[src/rtl/clock_phase_monitor.sv]
// rtl/clock_phase_monitor.sv - phase-sequence checker and lock detector for the ClockBlk phase clocks
//
// Samples {c0,c1,c2} on inclk0. It recovers the phase index and declares lock after
// LOCK_CNT clean 4-sample periods. Any sequence break while locked is flagged and counted.
//
// Ports:
//   inclk0       in   source clock (also drives the phase generator)
//   rst_n        in   synchronous active-low reset
//   c0, c1, c2   in   phase clocks under test, synchronous to inclk0
//   gen_locked   in   generator lock flag; low holds the monitor in SEARCH
//   err_clr      in   synchronous clear of err_count
//   locked       out  monitor lock status
//   phase        out  recovered phase index of the last checked sample
//   phase_valid  out  phase is meaningful (mirrors locked)
//   err_pulse    out  one-cycle flag on a sequence break while locked
//   err_count    out  saturating break counter

module clock_phase_monitor #(
  parameter int LOCK_CNT = 8,
  parameter int ERR_W    = 8
) (
  input  logic             inclk0,
  input  logic             rst_n,
  input  logic             c0,
  input  logic             c1,
  input  logic             c2,
  input  logic             gen_locked,
  input  logic             err_clr,
  output logic             locked,
  output logic [1:0]       phase,
  output logic             phase_valid,
  output logic             err_pulse,
  output logic [ERR_W-1:0] err_count
);

  typedef enum logic [1:0] {
    SEARCH = 2'd0,
    TRACK  = 2'd1,
    LOCKED = 2'd2
  } state_t;

  localparam logic [7:0] LOCK_TGT = 8'(LOCK_CNT);

  state_t           state, state_nxt;
  logic [2:0]       s;
  logic [1:0]       exp_idx, exp_nxt;
  logic [7:0]       good, good_nxt, good_inc;
  logic [1:0]       phase_nxt;
  logic             err_nxt;
  logic [ERR_W-1:0] cnt_nxt;
  logic             dec_valid;
  logic [1:0]       dec;
  logic             match;

  // Legal phase patterns; everything else (000, 010, 101, 111) is invalid.
  always_comb begin
    dec_valid = 1'b1;
    dec       = 2'd0;
    case (s)
      3'b100:  dec = 2'd0;
      3'b110:  dec = 2'd1;
      3'b011:  dec = 2'd2;
      3'b001:  dec = 2'd3;
      default: dec_valid = 1'b0;
    endcase
  end

  assign match    = dec_valid && (dec == exp_idx);
  assign good_inc = good + 8'd1;

  always_comb begin
    state_nxt = state;
    exp_nxt   = exp_idx;
    good_nxt  = good;
    phase_nxt = phase;
    err_nxt   = 1'b0;
    if (!gen_locked) begin
      // Generator not locked: drop to SEARCH silently, never an error.
      state_nxt = SEARCH;
      good_nxt  = 8'd0;
    end else begin
      case (state)
        SEARCH: begin
          if (dec_valid) begin
            exp_nxt   = dec + 2'd1;
            good_nxt  = 8'd0;
            phase_nxt = dec;
            state_nxt = TRACK;
          end
        end
        TRACK: begin
          if (match) begin
            exp_nxt   = exp_idx + 2'd1;
            phase_nxt = dec;
            // A period counts as clean when its phase-3 sample lands in order.
            if (dec == 2'd3) begin
              good_nxt = good_inc;
              if (good_inc >= LOCK_TGT) state_nxt = LOCKED;
            end
          end else begin
            state_nxt = SEARCH;
            good_nxt  = 8'd0;
          end
        end
        LOCKED: begin
          if (match) begin
            exp_nxt   = exp_idx + 2'd1;
            phase_nxt = dec;
          end else begin
            // The offending sample is not reused for resync; SEARCH starts on the next one.
            err_nxt   = 1'b1;
            state_nxt = SEARCH;
            good_nxt  = 8'd0;
          end
        end
        default: begin
          state_nxt = SEARCH;
          good_nxt  = 8'd0;
        end
      endcase
    end
  end

  // A clear coinciding with a new error leaves that error counted.
  always_comb begin
    cnt_nxt = err_count;
    if (err_clr) begin
      cnt_nxt = err_nxt ? ERR_W'(1) : '0;
    end else if (err_nxt && (err_count != '1)) begin
      cnt_nxt = err_count + ERR_W'(1);
    end
  end

  always_ff @(posedge inclk0) begin
    if (!rst_n) begin
      s         <= 3'b000;
      state     <= SEARCH;
      exp_idx   <= 2'd0;
      good      <= 8'd0;
      phase     <= 2'd0;
      locked    <= 1'b0;
      err_pulse <= 1'b0;
      err_count <= '0;
    end else begin
      s         <= {c0, c1, c2};
      state     <= state_nxt;
      exp_idx   <= exp_nxt;
      good      <= good_nxt;
      phase     <= phase_nxt;
      locked    <= (state_nxt == LOCKED);
      err_pulse <= err_nxt;
      err_count <= cnt_nxt;
    end
  end

  assign phase_valid = locked;

endmodule

[config.mk]
export PLATFORM = sky130hd
export DESIGN_NAME = clock_phase_monitor
export DESIGN_NICKNAME = d
export VERILOG_FILES = /design/src/rtl/clock_phase_monitor.sv
export SDC_FILE = /design/constraint.sdc
export NUM_CORES = 1
export LEC_CHECK = 0
export ABC_AREA = 1
export CAP_MARGIN = 20
export CELL_PAD_IN_SITES_DETAIL_PLACEMENT = 0
export CELL_PAD_IN_SITES_GLOBAL_PLACEMENT = 1
export CORE_MARGIN = 1
export CORE_UTILIZATION = 35
export CTS_BUF_LIST = sky130_fd_sc_hd__clkbuf_16
export CTS_CLUSTER_DIAMETER = 80
export CTS_CLUSTER_SIZE = 12
export DETAILED_ROUTE_END_ITERATION = 16
export HOLD_SLACK_MARGIN = 0.08
export PLACE_DENSITY = 0.7
export SYNTH_ARGS = -nofsm -noshare
export SYNTH_HDL_FRONTEND = slang
export SYNTH_SLANG_ARGS = --single-unit
[constraint.sdc]
create_clock -name inclk0 -period 3.2 [get_ports inclk0]
set_clock_uncertainty 0.1 [all_clocks]
set_input_delay 0.8 -clock inclk0 [delete_from_list [all_inputs] [get_ports inclk0]]
set_output_delay 0.8 -clock inclk0 [all_outputs]
set_load 0.01 [all_outputs]
* Yosys cells after proc, flatten, opt, wreduce, memory -nomap -nowiden
Index checks and enable logic that the tools add are counted.
** Storage, ports and cells
- Logic and storage cells :: 63
- Input bits :: 7
- Output and inout bits :: 13
- Flip-flop bits (word level) :: 27
** Cells by class
- Muxes and demuxes :: 26
- Equality and inequality tests :: 14
- Reductions and logical operators :: 10
- Magnitude comparators :: 1
- $add $sub $neg :: 4
** Operators by type and width (number)
- $mux 8 :: 6
- $pmux 8 s3 :: 1
- $mux 2 :: 10
- $add 8x1->8 const B :: 2
- $pmux 2 s3 :: 2
- $ge 8x4->1 const B :: 1
- $ne 8x8->1 const B :: 1
- $pmux 2 s2 :: 2
- $eq 2x2->1 const B :: 3
- $eq 3x3->1 const B :: 2
- $mux 1 :: 5
- $add 2x1->2 const B :: 2
- $ne 2x2->1 const B :: 2
- $reduce_and 4->1 :: 1
- $reduce_bool 2->1 :: 2
- $reduce_or 4->1 :: 1
- $eq 3x1->1 const B :: 1
- $eq 3x2->1 const B :: 1
- $ne 3x3->1 const B :: 1
- $reduce_and 3->1 :: 1
- $eq 2x1->1 const B :: 1
- $eq 2x2->1 :: 1
- $logic_and 1x1->1 :: 2
- $logic_not 2->1 :: 1
- 3 further kinds :: 3

* Logic depth before layout (Yosys ltp)
Gate-level depths: netlist (run 1).
- Word-level depth :: 10
- Mapped depth :: 13
- Depth with buffers taken out :: 13

* Worst setup path after synthesis (run 1)
No wires, ideal clock.
- Path kind :: flip-flop to flip-flop
- Start point :: register err_count[0]
- End point :: register err_count[2]
- Arrival time :: 1.416 ns
- Required time :: 2.985 ns
- Period minus slack after synthesis :: 1.631 ns
- Setup time :: 0.115 ns
- Setup slack :: 1.569 ns
- Cell stages (with the launch flop) :: 11
- Path buffers :: 0
- Cells stage by stage :: dfxtp_1 -> ha_1 -> inv_1 -> nor2_1 -> nand3_1 -> nor2_1 -> nand2_1 -> nand3_2 -> nand2_1 -> a21oi_1 -> nor2_1
** On the way
- Word-level cells in the longest chain between the ends :: 3
- Elaborated cells between the ends (all ways) :: 6
- Those cells by class :: 1 x add/sub; 1 x eq/ne; 2 x mux; 2 x reduce/logical
** Ends and longest elaborated chain
- start, declared :: RTL line 33 : output logic [ERR_W-1:0] err_count
- start signal, assigned :: RTL line 152 : err_count <= cnt_nxt;
- $add 8x1->8 or $ne 8x8->1 (tied branches) :: RTL line 130, 129
- $mux 8 or $logic_and 1x1->1 (tied branches) :: RTL line 129 : end else if (err_nxt && (err_count != '1)) begin
- $mux 8 or $reduce_bool 2->1 (tied branches)
Parallel ways exist; a longest one is shown, timed or not. The select of a mux whose other input is x is not followed.
A chain may end at the register's enable or synchronous reset.

* Worst setup path after layout (run 1)
- Start point :: register err_count[0]
- End point :: output port err_count[0]
No word-level cell between the ends.

==> results of run 1 <==
## cell families (layout without fill, tap and decap cells)
kind of cell	Yosys count	in the layout
flops	27	27
simple gates	148	148
compound gates	26	26
fa+ha+maj	6	6
buf+inv	45	66
xor+xnor	2	2
## metal layers
layer  vias up  global-route usage  routed length [um]
met1       624              0.2133                1750
li1        821                   -                   -
met5         -                   0                   0
met4         0             0.06667                  60
met3         5             0.02326                  98
met2        25              0.2372                1465
## registers in the layout, summed over array words and instances (netlist names)
signal / count
locked: 1
good: 8
exp_idx: 2
state: 2
s: 3
err_pulse: 1
err_count: 8
phase: 2
## where the power goes
part	leakage (nW)	internal (mW)	switching, mW
clock network	0.0409	0.169	0.123
registers	0.220	0.348	0.0104
logic	0.629	0.0412	0.0700
total	0.889	0.558	0.204
## placed cells by master, fill, tap and decap left out
cell | synthesis | final
nand2_1 | 79 | 79
inv_1 | 41 | 41
nor2_1 | 32 | 32
dfxtp_1 | 27 | 27
nand3_1 | 23 | 23
clkdlybuf4s50_1 | 0 | 19
a21oi_1 | 12 | 12
o21ai_0 | 11 | 11
ha_1 | 6 | 6
nand2_4 | 4 | 4
nand2_2 | 3 | 3
clkbuf_16 | 0 | 3
inv_2 | 2 | 2
nand4_1 | 2 | 2
xor2_1 | 2 | 2
nor2_4 | 1 | 1
nand3_2 | 1 | 1
nor2_8 | 1 | 1
nor3_1 | 1 | 1
o21bai_1 | 1 | 1
nor2_2 | 1 | 1
a21boi_1 | 1 | 1
o21ai_1 | 1 | 1
clkinv_2 | 0 | 1
## how the worst max path moves through the flow
stage                                   start                         to  slack [ns]  cells after the start
floorplan           err_count[0]$_SDFFE_PN0P_  err_count[2]$_SDFFE_PN0P_        1.57                     10
global placement                        rst_n  err_count[6]$_SDFFE_PN0P_        0.84                      5
CTS                 err_count[0]$_SDFFE_PN0P_               err_count[0]        1.05                      1
global route                            rst_n  err_count[1]$_SDFFE_PN0P_        0.94                      5
finish              err_count[0]$_SDFFE_PN0P_               err_count[0]        1.06                      1
detailed placement                      rst_n  err_count[1]$_SDFFE_PN0P_        0.77                      5
## metrics by stage
stage	power (mW)	instance area [um^2]	util	hold slack (ns)	instances
3_3_place_gp	0.4793	1846	0.4209	0.3695	323
2_1_floorplan	0.4453	1609	-	0.3727	254
3_5_place_dp	0.4779	1846	0.4209	0.3793	323
4_1_cts	0.7751	1926	0.4392	0.3906	327
6_report	0.7617	1926	0.4392	0.3834	327
5_1_grt	0.8058	1926	0.4392	0.4094	327
## final cells by class
type,instances,area (um^2)
fill,458,2459
multi-input combinational,182,888.4
sequential,27,540.5
timing repair buffer,19,190.2
inverter,43,161.4
clock buffer,3,75.07
tap,52,65.06
clock inverter,1,5.005
==> results.sh, run 1 <==
export IMPL_status="complete, no violations"
export IMPL_area_growth_pct=19.67
export IMPL_worst_slew_pin_slew_ns=0.3947
export IMPL_numCtsBuffers=3
export IMPL_root_buffer="clkbuf_16"
export IMPL_whs_path_depth=2
export IMPL_holdCritPathClass="flip-flop to flip-flop"
export IMPL_synth_edf_count=0
export IMPL_num_rows=24
export IMPL_die_w_um=69.81
export IMPL_synth_avg_cell_area_um2=6.335
export IMPL_clock_sinks=27
export IMPL_path_cells="clkdlybuf4s50_1"
export IMPL_die_h_um=69.81
export IMPL_drtAntennaViolNets=0
export IMPL_final_nets=289
export IMPL_power_density_nw_per_um2=395.6
export IMPL_min_period_ns=2.135
export IMPL_critPathMaxFanout=5
export IMPL_yosys_warnings=0
export IMPL_syn_inst=254
export IMPL_drv_slew=0
export IMPL_clock_latency_ns=0.26
export IMPL_diodes=0
export IMPL_cts_tree="yes"
export IMPL_timing_fmax_ghz=0.4684
export IMPL_ctsHoldBuffers=0
export IMPL_synthSimpleGateAreaFrac=0.4106
export IMPL_clk_pin_slew_worst_paths_ns=0.07
export IMPL_cp_num_buf_inv=1
export IMPL_dpl_worst_slack_ns=0.7727
export IMPL_ys_flop_type="dfxtp_1"
export IMPL_grt_pass1_vias=1342
export IMPL_synth_xor_area_share=0.01089
export IMPL_synthTopCellsByCount="nand2_1 (79), inv_1 (41), nor2_1 (32)"
export IMPL_arrival_ns=1.24
export IMPL_coreArea_um2=4384
export IMPL_p_leak_nw=0.8892
export IMPL_wl_per_cell_um=10.32
export IMPL_yosys_area_top_type="dfxtp_1"
export IMPL_rr_startpoint="err_count[0]$_SDFFE_PN0P_"
export IMPL_place_hpwl_mm=2.562
export IMPL_holdPathEnd="phase[0]$_SDFFE_PN0P_"
export IMPL_antenna_found_initial=0
export IMPL_globalplace_congestion=0.8274
export IMPL_clk_path_buf_depth=2
export IMPL_min_from="phase[0]$_SDFFE_PN0P_"
export IMPL_grt_max_degree=16
export IMPL_slowest_delay_ns=0.56
export IMPL_io_pins=20
export IMPL_synthesis_area_um2=1609
export IMPL_worstPathRequired_ns=2.30
export IMPL_first_pass_iters=4
export IMPL_setup_viol=0
export IMPL_synth_top_family_by_area="simple AND/OR/NAND/NOR gates"
export IMPL_max_slew_margin_rel=0.7348
export IMPL_initial_core_util=0.3670
export IMPL_reg2regPathDepth=10
export IMPL_grt_pass1_wl_mm=6.044
export IMPL_grt_ovfl_total=0
export IMPL_ir_drop_mv=0.1932
export IMPL_synth_fp_nets=267
export IMPL_critPathCaptureType="primary output"
export IMPL_start_kind="flip-flop"
export IMPL_cts_resized=0
export IMPL_synth_fa_ha_area_frac=0.04666
export IMPL_rr_endpoint="err_count[2]$_SDFFE_PN0P_"
export IMPL_synth_area_leaders="dfxtp_1 (34%), nand2_1 (18%), inv_1 (9.6%)"
export IMPL_num_vias=1475
export IMPL_drt_wl_total_mm=3.375
export IMPL_synth_async_reset_ratio=0
export IMPL_finalCritPeriodShare=0.6672
export IMPL_yosysMostFrequentCell="nand2_1"
export IMPL_avgViaCountPerCell=4.511
export IMPL_finalHoldViolCount=0
export IMPL_grt_setup_unrepaired="false"
export IMPL_synth_compound_area_frac=0.08398
export IMPL_tns_ns=0
export IMPL_track_usage=0.1542
export IMPL_cts_max_level=1
export IMPL_drive_gt1_frac=0.06182
export IMPL_ys_seq_area_frac=0.3359
export IMPL_drc=0
export IMPL_layout_setup_ws_ns=1.065
export IMPL_postCtsSetupRepairBufs=0
export IMPL_die_area_um2=4873
export IMPL_drtIter0Drc=69
export IMPL_synth_top_area_frac=0.3359
export IMPL_synth_distinct_cells=23
export IMPL_portBuffers=19
export IMPL_synth_seq_cells=27
export IMPL_cpMaxStageDelayCell="clkdlybuf4s50_1"
export IMPL_rrSetupSlack_ns=1.27
export IMPL_max_cap_viol_count=0
export IMPL_yosys_mux_area_fraction=0
export IMPL_critPathTopFamily="buffers and inverters"
export IMPL_worstSetupPathType="flip-flop to primary output"
No activity file was read; power rests on OpenSTA's default activity.
==> inputs of run 2 (changes only) <==
==> constraint.sdc (replaced) <==
create_clock -name inclk0 -period 2.15 [get_ports inclk0]
set_clock_uncertainty 0.1 [all_clocks]
set_input_delay 0.5375 -clock inclk0 [delete_from_list [all_inputs] [get_ports inclk0]]
set_output_delay 0.5375 -clock inclk0 [all_outputs]
set_load 0.01 [all_outputs]
==> run 2 against run 1 <==
Compared with the run above:
- total power is 49% higher
- worst hold slack worse by 0.024 ns
- clock power is 49% higher
- register-to-register slack worse by 0.94 ns
- die area stayed put
- largest cell class unchanged
- design area is 2.1% higher
- sequential power is 49% higher
- critical endpoint unchanged
- count of clock-buffer cells in the layout stayed put
- first-iteration DRC count is 7.2% lower
- global-route usage is 0.21 points lower
- flip-flop and latch count stayed put
- combinational power is 54% higher
==> results.sh, run 2 (synthesized netlist as in run 1, its figures left out) <==
export IMPL_arrival_ns=1.25
export IMPL_reg2regPathDepth=10
export IMPL_most_common_layout_cells="nand2_1 (79), inv_1 (41), nor2_1 (32)"
export IMPL_drc=0
export IMPL_num_vias=1505
export IMPL_postCtsSetupRepairBufs=0
export IMPL_cp_depth=1
export IMPL_timing_fmax_ghz=0.5297
export IMPL_clk_pin_slew_worst_paths_ns=0.07
export IMPL_max_cap_viol_count=0
export IMPL_regArea_um2=540.5
export IMPL_drt_wl_total_mm=3.387
export IMPL_io_pins=20
export IMPL_setup_viol=0
export IMPL_whs_path_depth=2
export IMPL_path_cells="clkdlybuf4s50_1"
export IMPL_grt_max_degree=17
export IMPL_grt_pass1_vias=1363
export IMPL_diodes=0
export IMPL_antenna_found_initial=0
export IMPL_cts_resized=0
export IMPL_track_usage=0.1521
export IMPL_drtIter0Drc=64
export IMPL_clock_sinks=27
export IMPL_holdCritPathClass="flip-flop to flip-flop"
export IMPL_layout_setup_ws_ns=0.2622
export IMPL_critPathMaxFanout=5
export IMPL_min_period_ns=1.888
export IMPL_critPathCaptureType="primary output"
export IMPL_tns_ns=0
export IMPL_clock_latency_ns=0.26
export IMPL_avgViaCountPerCell=4.533
export IMPL_fill_cells=479
export IMPL_drive_gt1_frac=0.07857
export IMPL_fin_total_pwr_mw=1.137
export IMPL_wl_per_cell_um=10.20
export IMPL_power_density_nw_per_um2=578.5
export IMPL_p_leak_nw=0.9088
export IMPL_globalplace_congestion=0.7511
export IMPL_slowest_delay_ns=0.57
export IMPL_num_rows=24
export IMPL_max_slew_margin_rel=0.7451
export IMPL_numCtsBuffers=3
export IMPL_grt_setup_unrepaired="false"
export IMPL_drv_slew=0
export IMPL_worstPathRequired_ns=1.51
export IMPL_die_area_um2=4873
export IMPL_first_pass_iters=4
export IMPL_cts_max_level=1
export IMPL_drtAntennaViolNets=0
export IMPL_die_w_um=69.81
export IMPL_coreArea_um2=4384
export IMPL_root_buffer="clkbuf_16"
export IMPL_area_growth_pct=22.16
export IMPL_finalHoldViolCount=0
export IMPL_finalCritPeriodShare=0.8780
export IMPL_dpl_worst_slack_ns=0.1972
export IMPL_status="complete, no violations"
export IMPL_cts_tree="yes"
export IMPL_reg_top3="err_count x8, good x8, s x3"
export IMPL_ctsHoldBuffers=0
export IMPL_ir_drop_mv=0.2521
export IMPL_grt_ovfl_total=0
export IMPL_cp_num_buf_inv=1
export IMPL_start_kind="flip-flop"
export IMPL_worst_slew_pin_slew_ns=0.3794
export IMPL_portBuffers=19
export IMPL_critPathTopFamily="buffers and inverters"
export IMPL_worstSetupPathType="flip-flop to primary output"
export IMPL_place_hpwl_mm=2.636
export IMPL_clk_path_buf_depth=2
export IMPL_die_h_um=69.81
export IMPL_final_common_cell="nand2_1"
export IMPL_grt_pass1_wl_mm=6.099
export IMPL_final_nets=294
export IMPL_initial_core_util=0.3670
export IMPL_multiInputGateArea_um2=888.4
export IMPL_cpMaxStageDelayCell="clkdlybuf4s50_1"
==> run 2: changes by cell type in the layout (fill, tap and decap cells not counted) <==
cell,change
clkinvlp_4,+1
clkinv_2,-1
buf_4,+5
==> run 2: through the flow <==
step	utilization	std cells	hold slack, ns	instance area [um^2]
5_1_grt	0.4483	332	0.3988	1966
6_report	0.4483	332	0.3598	1966
3_5_place_dp	0.4295	328	0.3516	1883
3_3_place_gp	0.4295	328	0.3520	1883
4_1_cts	0.4483	332	0.3632	1966
2_1_floorplan	-	254	0.3727	1609
==> run 2: path summary, 6_finish.rpt <==
kind | start | slack [ns] | end
worst max register to register | err_count[0]$_SDFFE_PN0P_ | 0.33 | err_count[5]$_SDFFE_PN0P_
worst max-delay path | err_count[0]$_SDFFE_PN0P_ | 0.26 | err_count[0]
worst min-delay path | phase[1]$_SDFFE_PN0P_ | 0.36 | phase[1]$_SDFFE_PN0P_
worst min register to register | phase[1]$_SDFFE_PN0P_ | 0.36 | phase[1]$_SDFFE_PN0P_
==> run 2: final cells by class <==
cell class                      instances  area share
Clock buffer                            3     0.03819
Clock inverter                          1    0.003819
Inverter                               43     0.08211
Multi-Input combinational cell        182      0.4519
Sequential cell                        27      0.2750
Tap cell                               52     0.03310
Timing Repair Buffer                   24      0.1158
==> run 2: layer usage <==
metal,part of all wire,up-vias,GRT usage
li1,-,829,-
met1,0.52,651,0.2265
met2,0.44,23,0.2276
met3,0.037,2,0.02180
met4,0.0047,0,0.04000
met5,0,-,0
==> run 2: where the power goes <==
group	switching (mW)	leakage [nW]	internal, mW
logic	0.105	0.652	0.0660
clock network	0.181	0.0371	0.253
registers	0.0150	0.220	0.517
total	0.301	0.909	0.836
==> inputs of run 3 (changes only) <==
==> config.mk (replaced) <==
export PLATFORM = sky130hd
export DESIGN_NAME = clock_phase_monitor
export DESIGN_NICKNAME = d
export VERILOG_FILES = /design/src/rtl/clock_phase_monitor.sv
export SDC_FILE = /design/constraint.sdc
export NUM_CORES = 1
export LEC_CHECK = 0
export CAP_MARGIN = 20
export CELL_PAD_IN_SITES_DETAIL_PLACEMENT = 1
export CELL_PAD_IN_SITES_GLOBAL_PLACEMENT = 2
export CORE_MARGIN = 1
export CORE_UTILIZATION = 33
export CTS_BUF_LIST = sky130_fd_sc_hd__clkbuf_16
export CTS_CLUSTER_DIAMETER = 80
export CTS_CLUSTER_SIZE = 12
export DETAILED_ROUTE_END_ITERATION = 16
export HOLD_SLACK_MARGIN = 0.08
export PLACE_DENSITY = 0.76
export SYNTH_ARGS = -nofsm -noshare
export SYNTH_HDL_FRONTEND = slang
export SYNTH_SLANG_ARGS = --single-unit
==> run 3 against run 2 <==
Compared with the run above:
- maximum frequency shrank 7.4%
- total power shrank 5.2%
- synthesized area shrank 2.6%
- cell count shrank 18%
- count of clock-buffer cells in the layout is the same
- design area grew 1.8%
- first-iteration DRC count shrank 1.6%
- synthesized cell count shrank 27%
- critical path depth grew 4
- clock power shrank 3%
- sequential power shrank 2%
- highest routed layer unchanged
==> results.sh, run 3 <==
export IMPL_grt_pass1_vias=1609
export IMPL_fin_total_pwr_mw=1.078
export IMPL_yosys_warnings=0
export IMPL_worst_slew_pin_slew_ns=0.5476
export IMPL_cp_startpoint="gen_locked"
export IMPL_top_layer="met4"
export IMPL_grt_max_degree=15
export IMPL_cp_num_buf_inv=1
export IMPL_met1Wirelength_mm=2.156
export IMPL_drive_gt1_frac=0.1267
export IMPL_synth_edf_count=0
export IMPL_regArea_um2=541.8
export IMPL_max_cap_viol_count=0
export IMPL_synth_xor_area_share=0.03834
export IMPL_track_usage=0.1864
export IMPL_start_kind="input port"
export IMPL_rrSetupSlack_ns=0.13
export IMPL_final_nets=235
export IMPL_critPathCaptureType="flip-flop"
export IMPL_ir_drop_mv=0.4481
export IMPL_finalCritPeriodShare=0.9478
export IMPL_cts_max_level=1
export IMPL_met3_length_um=73
export IMPL_yosys_area_top_type="dfxtp_1"
export IMPL_max_slew_margin_rel=0.6321
export IMPL_area_growth_pct=27.72
export IMPL_multiInputGateArea_um2=993.5
export IMPL_routed_wl_met2_mm=2.034
export IMPL_drc=0
export IMPL_status="complete, no violations"
export IMPL_final_common_cell="dfxtp_1"
export IMPL_synth_top_family_by_area="simple AND/OR/NAND/NOR gates"
export IMPL_drtIter0Drc=63
export IMPL_synth_fa_ha_area_frac=0.04792
export IMPL_fill_cells=550
export IMPL_globalplace_congestion=0.7805
export IMPL_clk_pin_slew_worst_paths_ns=0.06
export IMPL_synth_top_area_frac=0.3450
export IMPL_drt_wl_total_mm=4.316
export IMPL_die_w_um=70.90
export IMPL_clk_path_buf_depth=2
export IMPL_holdCritPathClass="flip-flop to flip-flop"
export IMPL_synth_seq_cells=27
export IMPL_grt_ovfl_total=0
export IMPL_rr_endpoint="exp_idx[1]$_SDFFE_PN0P_"
export IMPL_grt_pass1_wl_mm=7.486
export IMPL_timing_fmax_ghz=0.4907
export IMPL_holdPathEnd="err_count[6]$_SDFFE_PN0P_"
export IMPL_layout_setup_ws_ns=0.1122
export IMPL_setup_viol=0
export IMPL_synthSimpleGateAreaFrac=0.2995
export IMPL_synth_area_leaders="dfxtp_1 (35%), a21oi_1 (6.1%), ha_1 (4.8%)"
export IMPL_num_rows=24
export IMPL_dpl_worst_slack_ns=-0.1183
export IMPL_synth_distinct_cells=49
export IMPL_die_area_um2=5027
export IMPL_slowest_delay_ns=0.53
export IMPL_cts_tree="yes"
export IMPL_path_cells="clkdlybuf4s50_1 > nand2_1 > nor4_4 > or4b_1 > a21oi_1"
export IMPL_synth_async_reset_ratio=0
export IMPL_drtAntennaViolNets=0
export IMPL_min_period_ns=2.038
export IMPL_reg_top3="err_count x8, good x8, s x3"
export IMPL_ys_flop_type="dfxtp_1"
export IMPL_ys_seq_area_frac=0.3450
export IMPL_clock_sinks=27
export IMPL_cpMaxStageDelayCell="clkdlybuf4s50_1"
export IMPL_synth_fp_nets=199
export IMPL_synthesis_area_um2=1567
export IMPL_worstPathRequired_ns=2.24
export IMPL_numCtsBuffers=3
export IMPL_die_h_um=70.90
export IMPL_grt_setup_unrepaired="false"
export IMPL_yosys_mux_area_fraction=0.03754
export IMPL_wl_per_cell_um=15.81
export IMPL_synth_avg_cell_area_um2=8.422
export IMPL_diodes=0
export IMPL_p_leak_nw=0.7150
export IMPL_critPathMaxFanout=4
export IMPL_io_pins=20
export IMPL_avgViaCountPerCell=5.582
export IMPL_portBuffers=19
export IMPL_coreArea_um2=4444
export IMPL_arrival_ns=2.12
export IMPL_critPathTopFamily="simple AND/OR/NAND/NOR gates"
export IMPL_root_buffer="clkbuf_16"
export IMPL_antenna_found_initial=0
export IMPL_first_pass_iters=4
export IMPL_reg2regPathDepth=6
export IMPL_yosysMostFrequentCell="dfxtp_1"
export IMPL_power_density_nw_per_um2=538.8
export IMPL_whs_path_depth=2
export IMPL_synthTopCellsByCount="dfxtp_1 (27), a21oi_1 (19), nand2_1 (15)"
export IMPL_clock_latency_ns=0.26
export IMPL_synth_compound_area_frac=0.2077
export IMPL_syn_inst=186
export IMPL_min_from="err_count[6]$_SDFFE_PN0P_"
export IMPL_place_hpwl_mm=3.389
export IMPL_worstSetupPathType="input port to flip-flop"
export IMPL_num_vias=1524
export IMPL_finalHoldViolCount=0
export IMPL_most_common_layout_cells="dfxtp_1 (26), a21oi_1 (19), clkdlybuf4s50_1 (19)"
export IMPL_initial_core_util=0.3525
export IMPL_drv_slew=0
export IMPL_rr_startpoint="state[1]$_SDFF_PN0_"
[run 3: through the flow]
step           TNS [ns]  std cells    util  hold WS [ns]  area (um^2)
2_1_floorplan         0        186       -        0.3749         1567
3_3_place_gp   -0.07351        269  0.4310        0.3735         1916
3_5_place_dp    -0.4167        269  0.4310        0.3942         1916
4_1_cts               0        273  0.4488        0.4037         1994
5_1_grt               0        273  0.4502        0.4354         2001
6_report              0        273  0.4502        0.3943         2001
[run 3: kinds of logic (layout without fill, tap and decap cells)]
logic type | count (synthesis) | after routing
multiplexers | 5 | 5
AO/OA/AOI/OAI | 53 | 53
AND/OR/NAND/NOR | 80 | 80
adder cells (fa/ha/maj) | 6 | 6
buffers and inverters | 9 | 44
XOR/XNOR | 6 | 6
flip-flops | 27 | 27
[run 3: worst max-delay path by stage]
stage / endpoint / cells past startpoint
global route: err_count[1]$_SDFFE_PN0P_ / 8
floorplan: good[7]$_SDFFE_PN0P_ / 5
detailed placement: err_count[7]$_SDFFE_PN0P_ / 5
CTS: err_count[4]$_SDFFE_PN0P_ / 8
finish: err_count[7]$_SDFFE_PN0P_ / 5
global placement: err_count[7]$_SDFFE_PN0P_ / 5
[run 3: layout make-up]
cell class | instances | area share
inverters | 7 | 0.01313
clock inverters | 1 | 0.001876
well taps | 52 | 0.03252
flip-flops and latches | 27 | 0.2708
multi-input cells | 150 | 0.4966
repair buffers | 33 | 0.1476
clock buffers | 3 | 0.03752
[run 3: what timing repair did]
item                                    4_1_cts  5_1_grt
hold endpoints to repair                      0        0
buffers inserted                              0        0
hold buffers                                  0        0
gates resized for setup                       0        3
endpoints found under the setup margin        0        9
[run 3: layer usage]
layer | vias to the layer above | global-route usage
met2 | 17 | 0.3248
li1 | 762 | -
met1 | 741 | 0.2445
met4 | 0 | 0.04889
met5 | - | 0
met3 | 4 | 0.02279
[run 3: worst reg2reg max path, cell delays in order, from the launching register on]
cell and delay [ns]:
dfxtp_1 0.41, inv_1 0.12, ha_1 0.40, o31ai_1 0.49, or3_1 0.18, a21oi_1 0.06
o21a_1 0.17
[run 3: power by group]
part	switching [mW]	internal, mW	total, mW
sequential	0.0114	0.509	0.521
combinational	0.0752	0.0619	0.137
clock	0.171	0.249	0.420
total	0.258	0.820	1.08
